`src/rtl/mire_wb_if.sv`:
```
// Wishbone write-master bus bundle between mire_writer and the SDRAM arbiter.
interface mire_wb_if;
   logic [31:0] adr;
   logic [31:0] dat_ms;
   logic        we;
   logic [3:0]  sel;
   logic [2:0]  cti;
   logic [1:0]  bte;
   logic        cyc;
   logic        stb;
   logic        ack;
   logic        rty;

   modport master (
      output adr, dat_ms, we, sel, cti, bte, cyc, stb,
      input  ack, rty
   );

   modport slave (
      input  adr, dat_ms, we, sel, cti, bte, cyc, stb,
      output ack, rty
   );
endinterface

```
`src/rtl/mire_writer.sv`:
```
// Wishbone master writing a grid test pattern into the framebuffer in bounded bursts.
// Define MIRE_GRADIENT_EN to replace the grid with an animated {x, y, frame} gradient.
module mire_writer #(
   parameter int unsigned HDISP      = 800,
   parameter int unsigned VDISP      = 480,
   parameter int unsigned GRID       = 16,
   parameter int unsigned BURST      = 64,
   parameter int unsigned GAP_CYCLES = 4
) (
   input  logic        i_clk,
   input  logic        i_rst,
   input  logic        i_en,
   mire_wb_if.master   wb,
   output logic        o_frame_done,
   output logic [15:0] o_frame_cnt
);

   localparam int unsigned XW = (HDISP > 1) ? $clog2(HDISP) : 1;
   localparam int unsigned YW = (VDISP > 1) ? $clog2(VDISP) : 1;
   localparam int unsigned BW = $clog2(BURST + 1);
   localparam int unsigned GW = (GAP_CYCLES > 1) ? $clog2(GAP_CYCLES) : 1;

   typedef enum logic [1:0] {
      S_IDLE  = 2'd0,
      S_WRITE = 2'd1,
      S_GAP   = 2'd2
   } state_t;

   state_t          r_state;
   logic [XW-1:0]   r_x;
   logic [YW-1:0]   r_y;
   logic [29:0]     r_pix;
   logic [BW-1:0]   r_burst;
   logic [GW-1:0]   r_gap;
   logic            r_stb;
   logic [31:0]     r_adr;
   logic [23:0]     r_dat;
   logic            r_frame_done;
   logic [15:0]     r_frame_cnt;

   logic            w_last_x;
   logic            w_eof;
   logic            w_burst_end;
   logic [XW-1:0]   w_nx;
   logic [YW-1:0]   w_ny;
   logic [29:0]     w_npix;
   logic [15:0]     w_nfc;
   logic [23:0]     w_ndat;
   logic [23:0]     w_rst_dat;

`ifdef MIRE_GRADIENT_EN
   function automatic logic [23:0] f_rgb(input logic [XW-1:0] x, input logic [YW-1:0] y,
                                         input logic [7:0] fc);
      return {8'(x), 8'(y), fc};
   endfunction
`else
   function automatic logic [23:0] f_rgb(input logic [XW-1:0] x, input logic [YW-1:0] y);
      logic on_grid;
      on_grid = ((32'(x) & 32'(GRID - 1)) == 32'd0) || ((32'(y) & 32'(GRID - 1)) == 32'd0);
      return on_grid ? 24'hFFFFFF : 24'h000000;
   endfunction
`endif

   // Position of the pixel following the one currently on the bus.
   always_comb begin
      w_last_x    = (r_x == XW'(HDISP - 1));
      w_eof       = w_last_x && (r_y == YW'(VDISP - 1));
      w_nx        = w_last_x ? '0 : r_x + XW'(1);
      w_ny        = w_last_x ? (w_eof ? '0 : r_y + YW'(1)) : r_y;
      w_npix      = w_eof ? '0 : r_pix + 30'd1;
      w_nfc       = w_eof ? r_frame_cnt + 16'd1 : r_frame_cnt;
      w_burst_end = (r_burst == BW'(BURST - 1)) || w_eof || !i_en;
`ifdef MIRE_GRADIENT_EN
      w_ndat      = f_rgb(w_nx, w_ny, w_nfc[7:0]);
      w_rst_dat   = f_rgb('0, '0, 8'd0);
`else
      w_ndat      = f_rgb(w_nx, w_ny);
      w_rst_dat   = f_rgb('0, '0);
`endif
   end

   always_ff @(posedge i_clk) begin
      if (i_rst) begin
         r_state      <= S_IDLE;
         r_x          <= '0;
         r_y          <= '0;
         r_pix        <= '0;
         r_burst      <= '0;
         r_gap        <= '0;
         r_stb        <= 1'b0;
         r_adr        <= 32'd0;
         r_dat        <= w_rst_dat;
         r_frame_done <= 1'b0;
         r_frame_cnt  <= 16'd0;
      end else begin
         r_frame_done <= 1'b0;
         case (r_state)
            S_IDLE: begin
               if (i_en) begin
                  r_state <= S_WRITE;
                  r_stb   <= 1'b1;
               end
            end
            S_WRITE: begin
               if (wb.ack) begin
                  r_x          <= w_nx;
                  r_y          <= w_ny;
                  r_pix        <= w_npix;
                  r_adr        <= {w_npix, 2'b00};
                  r_dat        <= w_ndat;
                  r_frame_cnt  <= w_nfc;
                  r_frame_done <= w_eof;
                  if (w_burst_end) begin
                     r_state <= S_GAP;
                     r_stb   <= 1'b0;
                     r_burst <= '0;
                     r_gap   <= '0;
                  end else begin
                     r_burst <= r_burst + BW'(1);
                  end
               end else if (wb.rty) begin
                  // Retry: the same write stays on the bus unchanged.
                  r_stb <= 1'b1;
               end
            end
            S_GAP: begin
               if (r_gap == GW'(GAP_CYCLES - 1)) begin
                  r_state <= i_en ? S_WRITE : S_IDLE;
                  r_stb   <= i_en;
               end else begin
                  r_gap <= r_gap + GW'(1);
               end
            end
            default: begin
               r_state <= S_IDLE;
               r_stb   <= 1'b0;
            end
         endcase
      end
   end

   assign wb.adr       = r_adr;
   assign wb.dat_ms    = {8'h00, r_dat};
   assign wb.we        = 1'b1;
   assign wb.sel       = 4'b0111;
   assign wb.cti       = 3'b000;
   assign wb.bte       = 2'b00;
   assign wb.cyc       = r_stb;
   assign wb.stb       = r_stb;
   assign o_frame_done = r_frame_done;
   assign o_frame_cnt  = r_frame_cnt;

endmodule
```
`src/flat_wrapper.sv`:
```
// flat-port wrapper written by rule: the top's interface ports become plain ports
module mire_writer_flat 
#(
   parameter int unsigned HDISP      = 800,
   parameter int unsigned VDISP      = 480,
   parameter int unsigned GRID       = 16,
   parameter int unsigned BURST      = 64,
   parameter int unsigned GAP_CYCLES = 4
)
  (i_clk, i_rst, i_en, o_frame_done, o_frame_cnt, wb_adr, wb_dat_ms, wb_we, wb_sel, wb_cti, wb_bte, wb_cyc, wb_stb, wb_ack, wb_rty);
  mire_wb_if wb_i ();
  input  logic i_clk;
  input  logic i_rst;
  input  logic i_en;
  output logic o_frame_done;
  output logic [15:0] o_frame_cnt;
  output wire logic [$bits(wb_i.adr)-1:0] wb_adr;
  output wire logic [$bits(wb_i.dat_ms)-1:0] wb_dat_ms;
  output wire logic [$bits(wb_i.we)-1:0] wb_we;
  output wire logic [$bits(wb_i.sel)-1:0] wb_sel;
  output wire logic [$bits(wb_i.cti)-1:0] wb_cti;
  output wire logic [$bits(wb_i.bte)-1:0] wb_bte;
  output wire logic [$bits(wb_i.cyc)-1:0] wb_cyc;
  output wire logic [$bits(wb_i.stb)-1:0] wb_stb;
  input wire logic [$bits(wb_i.ack)-1:0] wb_ack;
  input wire logic [$bits(wb_i.rty)-1:0] wb_rty;
  assign wb_adr = wb_i.adr;
  assign wb_dat_ms = wb_i.dat_ms;
  assign wb_we = wb_i.we;
  assign wb_sel = wb_i.sel;
  assign wb_cti = wb_i.cti;
  assign wb_bte = wb_i.bte;
  assign wb_cyc = wb_i.cyc;
  assign wb_stb = wb_i.stb;
  assign wb_i.ack = wb_ack;
  assign wb_i.rty = wb_rty;
  mire_writer #(.HDISP(HDISP), .VDISP(VDISP), .GRID(GRID), .BURST(BURST), .GAP_CYCLES(GAP_CYCLES)) u_core (.i_clk(i_clk), .i_rst(i_rst), .i_en(i_en), .wb(wb_i), .o_frame_done(o_frame_done), .o_frame_cnt(o_frame_cnt));
endmodule
```
`config.mk`:
```
export PLATFORM = sky130hd
export DESIGN_NAME = mire_writer_flat
export DESIGN_NICKNAME = d
export VERILOG_FILES = /design/src/rtl/mire_wb_if.sv /design/src/rtl/mire_writer.sv /design/src/flat_wrapper.sv
export SDC_FILE = /design/constraint.sdc
export NUM_CORES = 1
export LEC_CHECK = 0
export BUFFER_PORTS_ARGS = -buffer_cell sky130_fd_sc_hd__buf_2
export CAP_MARGIN = 10
export CORE_MARGIN = 4
export CORE_UTILIZATION = 54
export CTS_BUF_LIST = sky130_fd_sc_hd__clkbuf_16
export DETAILED_ROUTE_END_ITERATION = 7
export GPL_TIMING_DRIVEN = 0
export HOLD_SLACK_MARGIN = 0.1
export PLACE_DENSITY = 0.78
export SKIP_CTS_REPAIR_TIMING = 1
export SLEW_MARGIN = 20
export SYNTH_ARGS = -nofsm -noshare
export SYNTH_HDL_FRONTEND = slang
export SYNTH_SLANG_ARGS = --single-unit
```
`constraint.sdc`:
```
create_clock -name i_clk -period 3.2 [get_ports i_clk]
set_input_delay 0.32 -clock i_clk [delete_from_list [all_inputs] [get_ports i_clk]]
set_output_delay 0.32 -clock i_clk [all_outputs]
set_load 0.01 [all_outputs]
```
**After elaboration in Yosys (flattened, before gate mapping)**

Cells that the tools add are included.

- Flip-flop bits (word level): 102
- Input bits: 5
- Output and inout bits: 93
- Logic and storage cells: 70

- Add/sub/neg operators: 6
- Eq/ne operators: 13
- Mux-type cells: 22
- Bitwise operators: 2
- Reduce and logical (&&, ||, !) cells: 16

Operators with widths:

| kind | count |
|---|---|
| 32-bit logical NOT | 2 |
| 30-bit by 1-bit adder with 30-bit output (second input constant) | 1 |
| 30-bit 2-to-1 mux | 1 |
| 24-bit 2-to-1 mux | 1 |
| 16-bit by 1-bit adder with 16-bit output (second input constant) | 1 |
| 2-bit 2-to-1 mux | 7 |
| 4-bit AND reduction | 3 |
| 10-bit by 1-bit adder with 10-bit output (second input constant) | 1 |
| 10-bit == test (second input constant) | 1 |
| 10-bit 2-to-1 mux | 1 |
| 9-bit by 1-bit adder with 9-bit output (second input constant) | 1 |
| 9-bit == test (second input constant) | 1 |
| 9-bit 2-to-1 mux | 1 |
| 7-bit by 1-bit adder with 7-bit output (second input constant) | 1 |
| 7-bit by 6-bit == test with 1-bit output (second input constant) | 1 |
| 7-bit 2-to-1 mux | 1 |
| 1-bit 2-to-1 mux | 6 |
| 2-bit != test (second input constant) | 3 |
| 2-bit one-hot mux with 3 select lines | 1 |
| 3-bit AND reduction | 2 |
| 2-bit == test (second input constant) | 2 |
| 4-bit 2-to-1 mux | 1 |
| 2-bit by 1-bit != test with 1-bit output (second input constant) | 2 |
| 2-bit one-hot mux with 2 select lines | 1 |
| 13 further kinds | 16 |

**Logic depth before layout (Yosys ltp)**

- Depth in word-level cells: 7
- Mapped depth: 8
- Mapped depth without buffers: 6

**Least setup slack after synthesis**

No wires, ideal clock.

- Path kind: register to register
- From: reg u_core.r_y[0]
- To: reg u_core.r_frame_cnt[15] (netlist: u_core.o_frame_cnt[15])
- Library setup time: 0.121 ns
- Data arrival time: 2.468 ns
- Required time: 3.079 ns
- Path slack: 0.611 ns
- Cell stages (with the launch flop): 9
- Path through: dfxtp_1 -> ha_1 -> nand2_2 -> or4_4 -> buf_6 -> or4_1 -> clkbuf_2 -> nor3_1 -> mux2_2

- Word-level cells in the longest chain between the ends: 3

Ends and longest elaborated chain:

| what | line | RTL |
|---|---|---|
| start: declaration | mire_writer.sv:31 | `logic [YW-1:0] r_y;` |
| start signal: assignment | mire_writer.sv:107 | `r_y <= w_ny;` |
| 9-bit == test | mire_writer.sv:67 | `w_eof = w_last_x && (r_y == YW'(VDISP - 1));` |
| 1-bit logical AND | mire_writer.sv:67 |  |
| 3-bit AND reduction (no source line) | - |  |
| end signal: assignment | mire_writer.sv:111 | `r_frame_cnt <= w_nfc;` |
| end: declaration | mire_writer.sv:39 | `logic [15:0] r_frame_cnt;` |

No other way between the ends.
A chain may end at the register's enable or synchronous reset.

**Final worst setup path**

Ends and elaborated chain as after synthesis.

==> reports/qor.yml <==
status:
  status: "finished, final reports clean"
detailed_routing:
  detail_route.wl_per_cell_um: 13.22
  routed_via_density: 5.321
  drt-pass1-iter-count: 5
  drt_iter0_markers: 220
  vias: 3767
  final_antenna_net_count: 0
  drc: 0
  wirelength_um: 9358
grt:
  grtUsageTotal: 0.2101
  gr-total-overflow: 0
  grt_pass1_vias: 3364
  antenna_found_initial: 0
  grt_max_degree: 26
  grt_pass1_wl_um: 15130
timing:
  slew_headroom: 0.3547
  worst_hold_slack_ns: 0.4286
  min_period_over_period: 0.8863
  setup_viol_count_final: 0
  tightest_slew_ns: 0.9591
  rsz0062_at_grt: "no"
  tns_ns: 0
  clock_skew_ns: 0.009700
  fmax_mhz: 352.6
  fin_crit_ns: 2.836
  hold_viol: 0
  maxSlewViolCount: 0
clocking:
  cts_root_buffer: "clkbuf_16"
  cts_tree: "built"
  worstSkewPairLatency_ns: 0.34
  clk_path_buf_depth: 2
  clkSinkCount: 79
  htree_num_levels: 3
  path_clk_slew_ns: 0.06
  numCtsBuffers: 9
cells_and_area:
  area_growth_pct: 21.58
  seq_area_sq_um: 1582
  drive_above_1_share: 0.2479
  final_area_sq_um: 4964
  multiInputGateArea_sq_um: 2131
  stdcell_count: 708
  fillers: 672
  nets: 615
  diodes: 0
critical_path:
  r2r_end: "u_core.o_frame_cnt[15]"
  crit_start: "u_core.r_y[0]"
  path_max_fanout: 9
  startpoint_type: "register"
  r2r_cells: 8
  crit_required_ns: 3.42
  worstReg2RegStart: "u_core.r_y[0]"
  r2r_slack_ns: 0.36
  crit_end: "u_core.o_frame_cnt[15]"
  critPathKind: "register to register"
  end_kind: "register"
  cp.arrival_ns: 3.05
die:
  num_rows: 31
  core-area_sq_um: 7292
  die-area_sq_um: 9016
  die_w_um: 94.95
  io_pins: 98
  start_util: 0.5599
  die_h_um: 94.95
worst_hold_path:
  hp-class: "primary input to register"
power_and_ir_drop:
  leakage_nw: 2.037
  total_power_mw: 2.253
  p_per_area_nw_per_um2: 454.0
  peakVddDrop_mv: 0.2560
placement:
  port_buffers: 77
  gp_congestion: 0.8060
  dpl_cell_area_sq_um: 4666
  dpl.cell_count: 692
  place_hpwl_um: 6880
synthesis:
  synth_warnings: 0
  ys.flop_type: "dfxtp_1"
  ys_ff_latch: 79
  postSynthCellCount: 498
  ys_seq_area_frac: 0.3874
  synth-edff-count: 0
  synth_cell_types: 55
  async_flop_share: 0
  synth_area_sq_um: 4083
  syn_area_per_cell_sq_um: 8.198
flow_run:
  maxCapViolCount: 0
cell type report:
| type | instances | share of cell area |
|---|---|---|
| Tap cell | 99 | 0.02496 |
| Inverter | 9 | 0.006806 |
| Buffer | 62 | 0.08268 |
| Multi-Input combinational cell | 366 | 0.4293 |
| Sequential cell | 79 | 0.3186 |
| Clock buffer | 9 | 0.04537 |
| Clock inverter | 7 | 0.01462 |
| Timing Repair Buffer | 77 | 0.07764 |
stage by stage:
step / utilization / worst slack (ns)
2_1_floorplan: - / 0.6109
3_3_place_gp: 0.6390 / 0.2613
3_5_place_dp: 0.6398 / 0.4086
4_1_cts: 0.6807 / 0.3796
5_1_grt: 0.6807 / 0.2150
6_report: 0.6807 / 0.3639
flip-flops by register name, summed over array words and instances, names as in the netlist:
signal and flops:
u_core.r_pix 30, u_core.o_frame_cnt 16, u_core.r_x 10, u_core.r_y 9, u_core.r_burst 7, u_core.r_gap 2
u_core.r_state 2, u_core.o_frame_done 1, u_core.r_dat 1, u_core.wb.cyc 1
cell usage after synthesis (all sizes together) (2+ instances only):
cell type,number,area [sq um]
xor2,24,210.2
nand4b,2,17.52
dfxtp,79,1582
conb,2,7.510
xnor2,25,219.0
a31o,3,26.28
nand2,45,171.4
a31oi,4,25.02
nand4,17,106.4
a21o,3,22.52
buf,48,356.6
clkbuf,14,53.80
or3,7,43.79
or4,3,26.27
o41ai,2,17.52
a21oi,25,125.1
a211oi,2,15.01
o21a,2,15.01
and4,4,35.03
nand2b,4,25.02
nor2b,2,12.51
nor3,15,75.07
o21ai,10,50.05
mux2,3,33.78
o22ai,2,12.51
ha,6,75.07
nor4,15,100.1
a211o,2,17.52
and3,8,50.05
nand3,24,120.1
inv,9,33.78
nor2,70,262.8
placed cells by master, fill, tap and decap left out, types with 4 or more instances in the layout:
cell       count
a21oi_1       25
a31oi_1        4
and3_1         8
and4_1         4
buf_2         77
buf_4         45
clkbuf_1      13
clkbuf_16      9
conb_1        20
dfxtp_1       79
ha_1           6
inv_1          9
nand2_1       44
nand2b_1       4
nand3_1       24
nand4_1       17
nor2_1        70
nor3_1        15
nor4_1        13
o21ai_0       10
or3_1          7
xnor2_1       25
xor2_1        24
where the power goes:
group	total (mW)	switching, mW	internal, mW
combinational	0.221	0.118	0.103
clock	1.02	0.414	0.605
sequential	1.01	0.0178	0.995
worst max-delay path: stages, from the launching register on:
cell	delay [ns]
dfxtp_1	0.42
ha_1	0.27
nand2_2	0.11
or4_4	0.52
buf_6	0.15
or4_1	0.51
clkbuf_2	0.19
nor3_1	0.19
mux2_2	0.35
per-layer routing:
layer,part of all wire,track usage,vias up
met3,0.058,0.03586,22
met4,0.020,0.09014,0
li1,-,-,1883
met1,0.44,0.2720,1743
met5,0,0,-
met2,0.48,0.3441,119
kinds of logic after synthesis:
group,Yosys count,share of synthesized area
and+or+nand+nor,223,0.2697
DFF,79,0.3874
buffers and inverters,71,0.1088
AOI/OAI and AO/OA,65,0.1005
xor gates and xnor gates,49,0.1051
adders and majority gates,6,0.01839
muxes,3,0.008274
other,2,0.001839
worst min-delay path by stage:
stage	depth (start not counted)	end	slack (ns)	startpoint
finish	4	u_core.r_burst[6]	0.43	i_rst
global route	3	u_core.r_burst[5]	0.47	i_rst
detailed placement	2	u_core.r_burst[6]	0.43	u_core.r_burst[6]
CTS	4	u_core.r_burst[6]	0.41	i_rst
floorplan	2	u_core.r_burst[6]	0.41	u_core.r_burst[6]
global placement	2	u_core.r_burst[6]	0.42	u_core.r_burst[6]
Note: power is estimated with default switching activity, not from simulation.
